## config.mk

```make
export PLATFORM = sky130hd
export DESIGN_NAME = ieee_div_round_pack_flat
export DESIGN_NICKNAME = d
export VERILOG_FILES = /design/src/rtl/ieee_div_round_pack_if.sv /design/src/rtl/ieee_div_round_pack.sv /design/src/flat_wrapper.sv
export SDC_FILE = /design/constraint.sdc
export NUM_CORES = 1
export LEC_CHECK = 0
export ABC_CLOCK_PERIOD_IN_PS = 3550
export CAP_MARGIN = 0
export CORE_ASPECT_RATIO = 2
export CORE_MARGIN = 3
export CORE_UTILIZATION = 53
export CTS_CLUSTER_SIZE = 14
export DETAILED_ROUTE_END_ITERATION = 12
export GPL_ROUTABILITY_DRIVEN = 0
export GPL_TIMING_DRIVEN = 0
export PLACE_DENSITY = 0.81
export SLEW_MARGIN = 40
export SYNTH_ARGS = -nofsm -noshare
export SYNTH_HDL_FRONTEND = slang
export SYNTH_SLANG_ARGS = --single-unit
```

## constraint.sdc

```tcl
create_clock -name clk -period 3.55 [get_ports clk]
set_clock_uncertainty 0.05 [all_clocks]
set_input_delay 0.71 -clock clk [delete_from_list [all_inputs] [get_ports clk]]
set_output_delay 0.71 -clock clk [all_outputs]
set_load 0.01 [all_outputs]
```

## src/rtl/ieee_div_round_pack_if.sv

```systemverilog
// Handshake bus for the divider round/pack stage: operand side and result side.
// The slave modport is the stage's view; the master modport drives it.
interface ieee_div_round_pack_if;
   logic        in_valid;
   logic        in_ready;
   logic        in_sign;
   logic [9:0]  in_exp;
   logic [25:0] in_quot;
   logic        in_rem_nz;
   logic [1:0]  in_special;
   logic        out_valid;
   logic        out_ready;
   logic [31:0] out_result;
   logic [2:0]  out_flags;

   modport slave (
      input  in_valid, in_sign, in_exp, in_quot, in_rem_nz, in_special, out_ready,
      output in_ready, out_valid, out_result, out_flags
   );

   modport master (
      output in_valid, in_sign, in_exp, in_quot, in_rem_nz, in_special, out_ready,
      input  in_ready, out_valid, out_result, out_flags
   );
endinterface

```

## src/rtl/ieee_div_round_pack.sv

```systemverilog
// IEEE-754 single divider back end: stage 1 normalises the raw quotient,
// stage 2 rounds to nearest-even, detects overflow/underflow and packs the result.
module ieee_div_round_pack #(
   parameter logic [31:0] QNAN         = 32'h7FC0_0000,
   parameter bit          FLUSH_DENORM = 1'b1
) (
   input  logic                  clk,
   input  logic                  rstn,
   ieee_div_round_pack_if.slave  bus
);

   logic               s1_valid_q;
   logic [22:0]        s1_mant_q,   s1_mant_d;
   logic               s1_guard_q,  s1_guard_d;
   logic               s1_sticky_q, s1_sticky_d;
   logic signed [9:0]  s1_e_q,      s1_e_d;
   logic               s1_sign_q;
   logic [1:0]         s1_special_q;

   logic               s2_valid_q;
   logic [31:0]        s2_result_q, s2_result_d;
   logic [2:0]         s2_flags_q,  s2_flags_d;

   logic               s1_adv;
   logic               inc;
   logic               carry;
   logic [22:0]        frac;
   logic signed [9:0]  e_r;
   logic               inexact;

   assign s1_adv       = !s2_valid_q | bus.out_ready;
   assign bus.in_ready = !s1_valid_q | s1_adv;

   assign bus.out_valid  = s2_valid_q;
   assign bus.out_result = s2_result_q;
   assign bus.out_flags  = s2_flags_q;

   // Quotient lies in (0.5, 2): at most a one-bit left shift is ever needed.
   always_comb begin
      if (bus.in_quot[25]) begin
         s1_mant_d   = bus.in_quot[24:2];
         s1_guard_d  = bus.in_quot[1];
         s1_sticky_d = bus.in_quot[0] | bus.in_rem_nz;
         s1_e_d      = $signed(bus.in_exp);
      end else begin
         s1_mant_d   = bus.in_quot[23:1];
         s1_guard_d  = bus.in_quot[0];
         s1_sticky_d = bus.in_rem_nz;
         s1_e_d      = $signed(bus.in_exp) - 10'sd1;
      end
   end

   // The hidden one is left out of the add: a carry out of the 23-bit fraction
   // is exactly the mantissa overflow case, and it leaves the fraction at zero.
   always_comb begin
      inc           = s1_guard_q & (s1_sticky_q | s1_mant_q[0]);
      {carry, frac} = {1'b0, s1_mant_q} + {23'd0, inc};
      e_r           = carry ? s1_e_q + 10'sd1 : s1_e_q;
      inexact       = s1_guard_q | s1_sticky_q;
      s2_result_d   = {s1_sign_q, e_r[7:0], frac};
      s2_flags_d    = {2'b00, inexact};
      if (e_r >= 10'sd255) begin
         s2_result_d = {s1_sign_q, 8'hFF, 23'h0};
         s2_flags_d  = {1'b1, 1'b0, inexact};
      end else if (FLUSH_DENORM && (e_r <= 10'sd0)) begin
         s2_result_d = {s1_sign_q, 31'h0};
         s2_flags_d  = {1'b0, 1'b1, inexact};
      end
      case (s1_special_q)
         2'b01: begin
            s2_result_d = {s1_sign_q, 31'h0};
            s2_flags_d  = '0;
         end
         2'b10: begin
            s2_result_d = {s1_sign_q, 8'hFF, 23'h0};
            s2_flags_d  = '0;
         end
         2'b11: begin
            s2_result_d = QNAN;
            s2_flags_d  = '0;
         end
         default: ;
      endcase
   end

   always_ff @(posedge clk or negedge rstn) begin
      if (!rstn) begin
         s1_valid_q   <= 1'b0;
         s1_mant_q    <= '0;
         s1_guard_q   <= 1'b0;
         s1_sticky_q  <= 1'b0;
         s1_e_q       <= '0;
         s1_sign_q    <= 1'b0;
         s1_special_q <= '0;
         s2_valid_q   <= 1'b0;
         s2_result_q  <= '0;
         s2_flags_q   <= '0;
      end else begin
         if (bus.in_ready) begin
            s1_valid_q <= bus.in_valid;
            if (bus.in_valid) begin
               s1_mant_q    <= s1_mant_d;
               s1_guard_q   <= s1_guard_d;
               s1_sticky_q  <= s1_sticky_d;
               s1_e_q       <= s1_e_d;
               s1_sign_q    <= bus.in_sign;
               s1_special_q <= bus.in_special;
            end
         end
         if (s1_adv) begin
            s2_valid_q <= s1_valid_q;
            if (s1_valid_q) begin
               s2_result_q <= s2_result_d;
               s2_flags_q  <= s2_flags_d;
            end
         end
      end
   end

endmodule

```

## src/flat_wrapper.sv

```systemverilog
// flat-port wrapper written by rule: the top's interface ports become plain ports
module ieee_div_round_pack_flat 
#(
   parameter logic [31:0] QNAN         = 32'h7FC0_0000,
   parameter bit          FLUSH_DENORM = 1'b1
)
  (clk, rstn, bus_in_valid, bus_in_sign, bus_in_exp, bus_in_quot, bus_in_rem_nz, bus_in_special, bus_out_ready, bus_in_ready, bus_out_valid, bus_out_result, bus_out_flags);
  ieee_div_round_pack_if bus_i ();
  input  logic clk;
  input  logic rstn;
  input wire logic [$bits(bus_i.in_valid)-1:0] bus_in_valid;
  input wire logic [$bits(bus_i.in_sign)-1:0] bus_in_sign;
  input wire logic [$bits(bus_i.in_exp)-1:0] bus_in_exp;
  input wire logic [$bits(bus_i.in_quot)-1:0] bus_in_quot;
  input wire logic [$bits(bus_i.in_rem_nz)-1:0] bus_in_rem_nz;
  input wire logic [$bits(bus_i.in_special)-1:0] bus_in_special;
  input wire logic [$bits(bus_i.out_ready)-1:0] bus_out_ready;
  output wire logic [$bits(bus_i.in_ready)-1:0] bus_in_ready;
  output wire logic [$bits(bus_i.out_valid)-1:0] bus_out_valid;
  output wire logic [$bits(bus_i.out_result)-1:0] bus_out_result;
  output wire logic [$bits(bus_i.out_flags)-1:0] bus_out_flags;
  assign bus_i.in_valid = bus_in_valid;
  assign bus_i.in_sign = bus_in_sign;
  assign bus_i.in_exp = bus_in_exp;
  assign bus_i.in_quot = bus_in_quot;
  assign bus_i.in_rem_nz = bus_in_rem_nz;
  assign bus_i.in_special = bus_in_special;
  assign bus_i.out_ready = bus_out_ready;
  assign bus_in_ready = bus_i.in_ready;
  assign bus_out_valid = bus_i.out_valid;
  assign bus_out_result = bus_i.out_result;
  assign bus_out_flags = bus_i.out_flags;
  ieee_div_round_pack #(.QNAN(QNAN), .FLUSH_DENORM(FLUSH_DENORM)) u_core (.clk(clk), .rstn(rstn), .bus(bus_i));
endmodule
```

==> Word level (Yosys, flattened, before mapping) <==
Index checks and enable logic that the tools add are counted.
{ "word_totals": {"ff_bits": 75, "input_bits": 44, "output_inout_bits": 37, "word_cells": 40} }
{ "classes": {"add_sub_neg": 3, "n_lt_le_gt_ge": 2, "n_eq_ne": 3, "mux": 11, "bitwise_logic": 6, "n_reduce_logical": 5} }
{ "op_table": {"columns": ["op", "n"], "rows": [
  ["32-bit case mux with 3 select lines", 1],
  ["31-bit 2-to-1 mux", 2],
  ["23-bit by 1-bit adder with 24-bit output", 1],
  ["23-bit 2-to-1 mux", 1],
  ["10-bit 2-to-1 mux", 2],
  ["10-bit by 2-bit adder with 10-bit output, second input constant", 1],
  ["10-bit by 9-bit greater-or-equal comparator with 1-bit output, second input constant", 1],
  ["10-bit by 1-bit less-or-equal comparator with 1-bit output, second input constant", 1],
  ["10-bit by 2-bit subtractor with 10-bit output, second input constant", 1],
  ["3-bit 2-to-1 mux", 2],
  ["1-bit bitwise OR", 5],
  ["2-bit == test, second input constant", 2],
  ["2-bit AND reduction", 2],
  ["3-bit OR reduction", 1],
  ["2-bit by 1-bit == test with 1-bit output, second input constant", 1],
  ["1-bit zero test", 2],
  ["1-bit 2-to-1 mux", 2],
  ["2-bit 2-to-1 mux", 1],
  ["1-bit AND", 1]
]} }

==> Depth between registers and ports, before layout <==
{ "logic_depth": {"depth_word": 8, "mapped_depth": 11, "depth_no_buf": 9} }

==> Worst setup path before layout <==
No wires, ideal clock.
{ "synth_timing": {"kind": "reg2reg", "from": "register u_core.s1_sticky_q", "to": "register u_core.s2_flags_q[1] (netlist: u_core.bus.out_flags[1])", "setup_time_ns": 0.120, "arrival_ns": 2.582, "t_required_ns": 3.380, "slack_ns": 0.798, "stages_incl_launch_ff": 12, "path_buffers": 3, "period_less_slack_ns": 2.752, "cell_sequence": "dfrtp_1 -> o21a_1 -> ha_1 -> nand4_2 -> or4_1 -> buf_4 -> nor4_2 -> xor2_1 -> buf_4 -> o21bai_4 -> buf_6 -> a22o_4"} }
{ "synth_between": {"elab_chain_len": 8, "word_cells_on_any_way": 9, "cone_classes": "add/sub (1); order compare (2); mux (4); bitwise (2)"} }
{ "synth_rtl": {"columns": ["item", "line_no", "text"], "rows": [
  ["start: declaration", "ieee_div_round_pack.sv:15", "logic s1_sticky_q, s1_sticky_d;"],
  ["start signal: assignment", "ieee_div_round_pack.sv:104", "s1_sticky_q <= s1_sticky_d;"],
  ["1-bit bitwise OR (*)", "ieee_div_round_pack.sv:56", "inc = s1_guard_q & (s1_sticky_q | s1_mant_q[0]);"],
  ["1-bit AND (*)", "ieee_div_round_pack.sv:56", null],
  ["23-bit by 1-bit adder with 24-bit output (*)", "ieee_div_round_pack.sv:57", "{carry, frac} = {1'b0, s1_mant_q} + {23'd0, inc};"],
  ["10-bit 2-to-1 mux (*)", "ieee_div_round_pack.sv:58", "e_r = carry ? s1_e_q + 10'sd1 : s1_e_q;"],
  ["10-bit by 1-bit less-or-equal comparator with 1-bit output", "ieee_div_round_pack.sv:65", "end else if (FLUSH_DENORM && (e_r <= 10'sd0)) begin"],
  ["2-bit 2-to-1 mux", "ieee_div_round_pack.sv:65", null],
  ["3-bit 2-to-1 mux (*)", "ieee_div_round_pack.sv:62", "if (e_r >= 10'sd255) begin"],
  ["3-bit 2-to-1 mux (*)", "ieee_div_round_pack.sv:69", "case (s1_special_q)"],
  ["end signal: assignment", "ieee_div_round_pack.sv:114", "s2_flags_q <= s2_flags_d;"],
  ["end: declaration", "ieee_div_round_pack.sv:22", "logic [2:0] s2_flags_q, s2_flags_d;"]
]} }
Mark *: on every way between the ends. The rest lies on a longest branch, timed or not.
A chain may end at the register's enable or synchronous reset.

==> Worst setup path after layout <==
{ "layout_timing": {"from": "register u_core.s1_sticky_q", "to": "register u_core.s2_result_q[6] (netlist: u_core.bus.out_result[6])"} }
{ "layout_between": {"elab_chain_len": 8, "word_cells_on_any_way": 9, "cone_classes": "add/sub (1); order compare (2); mux (4); bitwise (2)"} }
{ "layout_rtl": {"columns": ["item", "line_no", "text"], "rows": [
  ["1-bit bitwise OR (*)", "ieee_div_round_pack.sv:56", null],
  ["1-bit AND (*)", "ieee_div_round_pack.sv:56", null],
  ["23-bit by 1-bit adder with 24-bit output (*)", "ieee_div_round_pack.sv:57", null],
  ["10-bit 2-to-1 mux", "ieee_div_round_pack.sv:58", null],
  ["10-bit by 1-bit less-or-equal comparator with 1-bit output", "ieee_div_round_pack.sv:65", null],
  ["31-bit 2-to-1 mux", "ieee_div_round_pack.sv:65", null],
  ["31-bit 2-to-1 mux (*)", "ieee_div_round_pack.sv:62", null],
  ["32-bit case mux with 3 select lines (*)", "ieee_div_round_pack.sv:69", null],
  ["end signal: assignment", "ieee_div_round_pack.sv:113", "s2_result_q <= s2_result_d;"],
  ["end: declaration", "ieee_div_round_pack.sv:21", "logic [31:0] s2_result_q, s2_result_d;"]
]} }
Marks and branches as above.

==> metrics <==
top-count cell post-synth=nand2_1; CTS tree=built; reg2reg path depth=11; Syn Nets=512; RSZ-0062 raised after global routing=no; Worst VDD drop=347 uV; synth unique cells=48; Yosys top cell area share=43.7%; sequential share of power=39.8%; CP max stage cell=or4_1; Mean Syn Cell Area=9.25 sq um; number of global-route vias before repair=3808; critical path capture point type=register; Yosys top cell by area=dfrtp_1; CTS H-tree lvls=3; Post-Syn Instances=464; PwrDens=487 mW/mm^2; final net count=604; NetSw=0.743 mW; fraction of layout cells with a size suffix above 1=6.95%; initial DRC count=202; Fmax=318 MHz; fin. max-slew vios=0; Ports=81; #FFs+latches synth=75; power share of the clock group=38.1%; root buffer cell=clkbuf_16; Routed WL=10500 microns; DR pass1 iterations=4; Worst-Skew Late Latency=0.34 ns; Initial Utilization=55.6%; Post-Synthesis Cell Area=0.00429 sq mm; post-CTS setup buffer count=0; sequential area share after synthesis=43.7%; CTS-repair resized insts=0; Die Wd=69.6 microns; Synthesis Warnings=0; first-pass GRT wire length=17400 microns; Pleak=2.24 nW; Arrival @ worst endpoint=3.32 ns; WL/cell=16.1 microns; worst path required time=3.73 ns; worst hold margin=0.209 ns; top_reg_cell synth=dfrtp_1; critical path peak fanout=10; CP max stage delay=0.57 ns; most frequent CP cell=buf_4; Max clock buf depth=2; Critical path buffers and inverters=3; Core Box Area=0.00771 sq mm; Site Rows=45; ANT nets after route=0; Reg-to-Reg End=u_core.bus.out_result[6]; Core Util, Final=72.3%; Pint=1.97 mW; most frequent cells after synthesis=99 x nand2_1, 75 x dfrtp_1, 37 x o21ai_0, 26 x xnor2_1, 24 x mux2i_1; CP Launch Type=register; number of remaining DRC errors=0; Worst Setup SP=u_core.s1_sticky_q; kind of cell adding the most delay to the critical path=simple AND/OR/NAND/NOR gates; FFs w/ async S/R, synth=100%; R2R setup slack=0.40 ns; Gate power share=22.1%; n_diodes=0; max-cap viol count=0; antenna violations before repair=0; hold_buf cts=0; largest net degree at the start of global routing=39; clk slew on worst S/H paths=0.05 ns; GR Overflow Total=0; synthesis-to-layout area growth=30.0%; Worst R2R Start=u_core.s1_sticky_q; switching share of power=27.4%; EDFF count, synth=0; Max-slew headroom=48.8%; final hold violations=0; Tot GR Track Use=23.3%; Post-Place Setup Slack=0.415 ns; TritonCTS buffer count=9; status=complete, no violations; CTS sink cnt=75; die area=0.00928 sq mm; FILL cells=560; routed vias=3826; Die Ht=133 microns; Worst path depth=11; critical path cell sequence=o21a_1, ha_1, nand4_2, or4_1, buf_4, nor4_2, xor2_1, buf_4, o21bai_4, buf_6, o31ai_1; Final setup viols=0; actual slew at the worst max-slew pin=0.762 ns; Setup Crit Path Kind=reg2reg; Hold/Removal Path Class=in2async; Final min period=3.15 ns; vias per cell=5.84; Setup crit end=u_core.bus.out_result[6]; post-route setup slack=0.404 ns; Post-DP HPWL=8070 microns; final worst path period share=88.6%; PortBufs=80; Synth area leaders=dfrtp_1 44%, nand2_1 8.7%, mux2i_1 5.6%; Power, Total=2.72 mW
## cell type report
cell class,count,area [sq um],share of cell area (%)
Clock buffer,11,243,4.35
Tap cell,94,118,2.11
Timing Repair Buffer,81,822,14.7
Sequential cell,75,1880,33.6
Clock inverter,5,100,1.79
Inverter,4,15.0,0.269
Buffer,34,168,3.00
Multi-Input combinational cell,351,2240,40.1
## placed cells by master (no fill, tap or decap), drive strengths merged, types with 14 or more instances in the layout
cell           instances
clkbuf                32
dfrtp                 75
xor2                  14
clkdlybuf4s50         79
o21ai                 37
o31ai                 24
nor3                  14
buf                   15
mux2i                 24
nand3                 14
xnor2                 26
nand2                 99
## logic make-up (layout without fill, tap and decap cells)
family | Yosys count | in the layout | synth area share [%]
AOI/OAI and AO/OA | 95 | 95 | 15.2
xor gates and xnor gates | 40 | 40 | 8.16
adders and majority gates | 4 | 4 | 1.17
buffers and inverters | 38 | 135 | 4.26
DFF | 75 | 75 | 43.7
muxes | 27 | 27 | 6.38
and+or+nand+nor | 185 | 185 | 21.0
## flip-flops by register name, summed over array words and instances, names as in the netlist
register	flops
u_core.bus.out_flags	3
u_core.bus.out_result	32
u_core.bus.out_valid	1
u_core.s1_e_q	10
u_core.s1_guard_q	1
u_core.s1_mant_q	23
u_core.s1_sign_q	1
u_core.s1_special_q	2
u_core.s1_sticky_q	1
u_core.s1_valid_q	1
## power by group through the flow
stage / registers, mW / clock network [mW] / logic (mW)
3_3_place_gp: 1.08 / 0 / 0.578
4_1_cts: 1.08 / 1.04 / 0.604
5_1_grt: 1.10 / 1.08 / 0.660
3_5_place_dp: 1.09 / 0 / 0.596
2_1_floorplan: 1.09 / 0 / 0.321
6_report: 1.08 / 1.03 / 0.601
## worst reg2reg max path: cells and delay by family, from the launching register on
kind | cells | cell delay [ns]
AOI/OAI and AO/OA | 3 | 0.65
xor gates and xnor gates | 1 | 0.14
adders and majority gates | 1 | 0.20
buffers and inverters | 3 | 0.55
DFF | 1 | 0.37
and+or+nand+nor | 3 | 1.08
## metal layers
| layer | share of wire [%] | GRT usage [%] |
|---|---|---|
| met5 | 0 | 0 |
| met4 | 2.6 | 9.70 |
| met2 | 56 | 44.7 |
| met3 | 5.5 | 5.36 |
| met1 | 36 | 23.4 |
## stage by stage
| step | std cells | instance area [sq um] | setup TNS, ns |
|---|---|---|---|
| 2_1_floorplan | 464 | 4290 | 0 |
| 3_3_place_gp | 638 | 5210 | -51.29 |
| 3_5_place_dp | 639 | 5240 | 0 |
| 4_1_cts | 655 | 5580 | 0 |
| 5_1_grt | 655 | 5580 | 0 |
| 6_report | 655 | 5580 | 0 |
## how the worst min path moves through the flow
stage	to	cells after the start	start	slack (ns)
2_1_floorplan	u_core.bus.out_flags[0]	0	rstn	0.36
3_3_place_gp	u_core.bus.out_result[31]	2	u_core.bus.out_result[31]	0.40
3_5_place_dp	u_core.bus.out_result[11]	2	u_core.bus.out_result[11]	0.42
4_1_cts	u_core.bus.out_result[6]	1	rstn	0.21
5_1_grt	u_core.bus.out_result[6]	1	rstn	0.23
6_report	u_core.bus.out_result[6]	1	rstn	0.21
No activity file was read; power rests on OpenSTA's default activity.
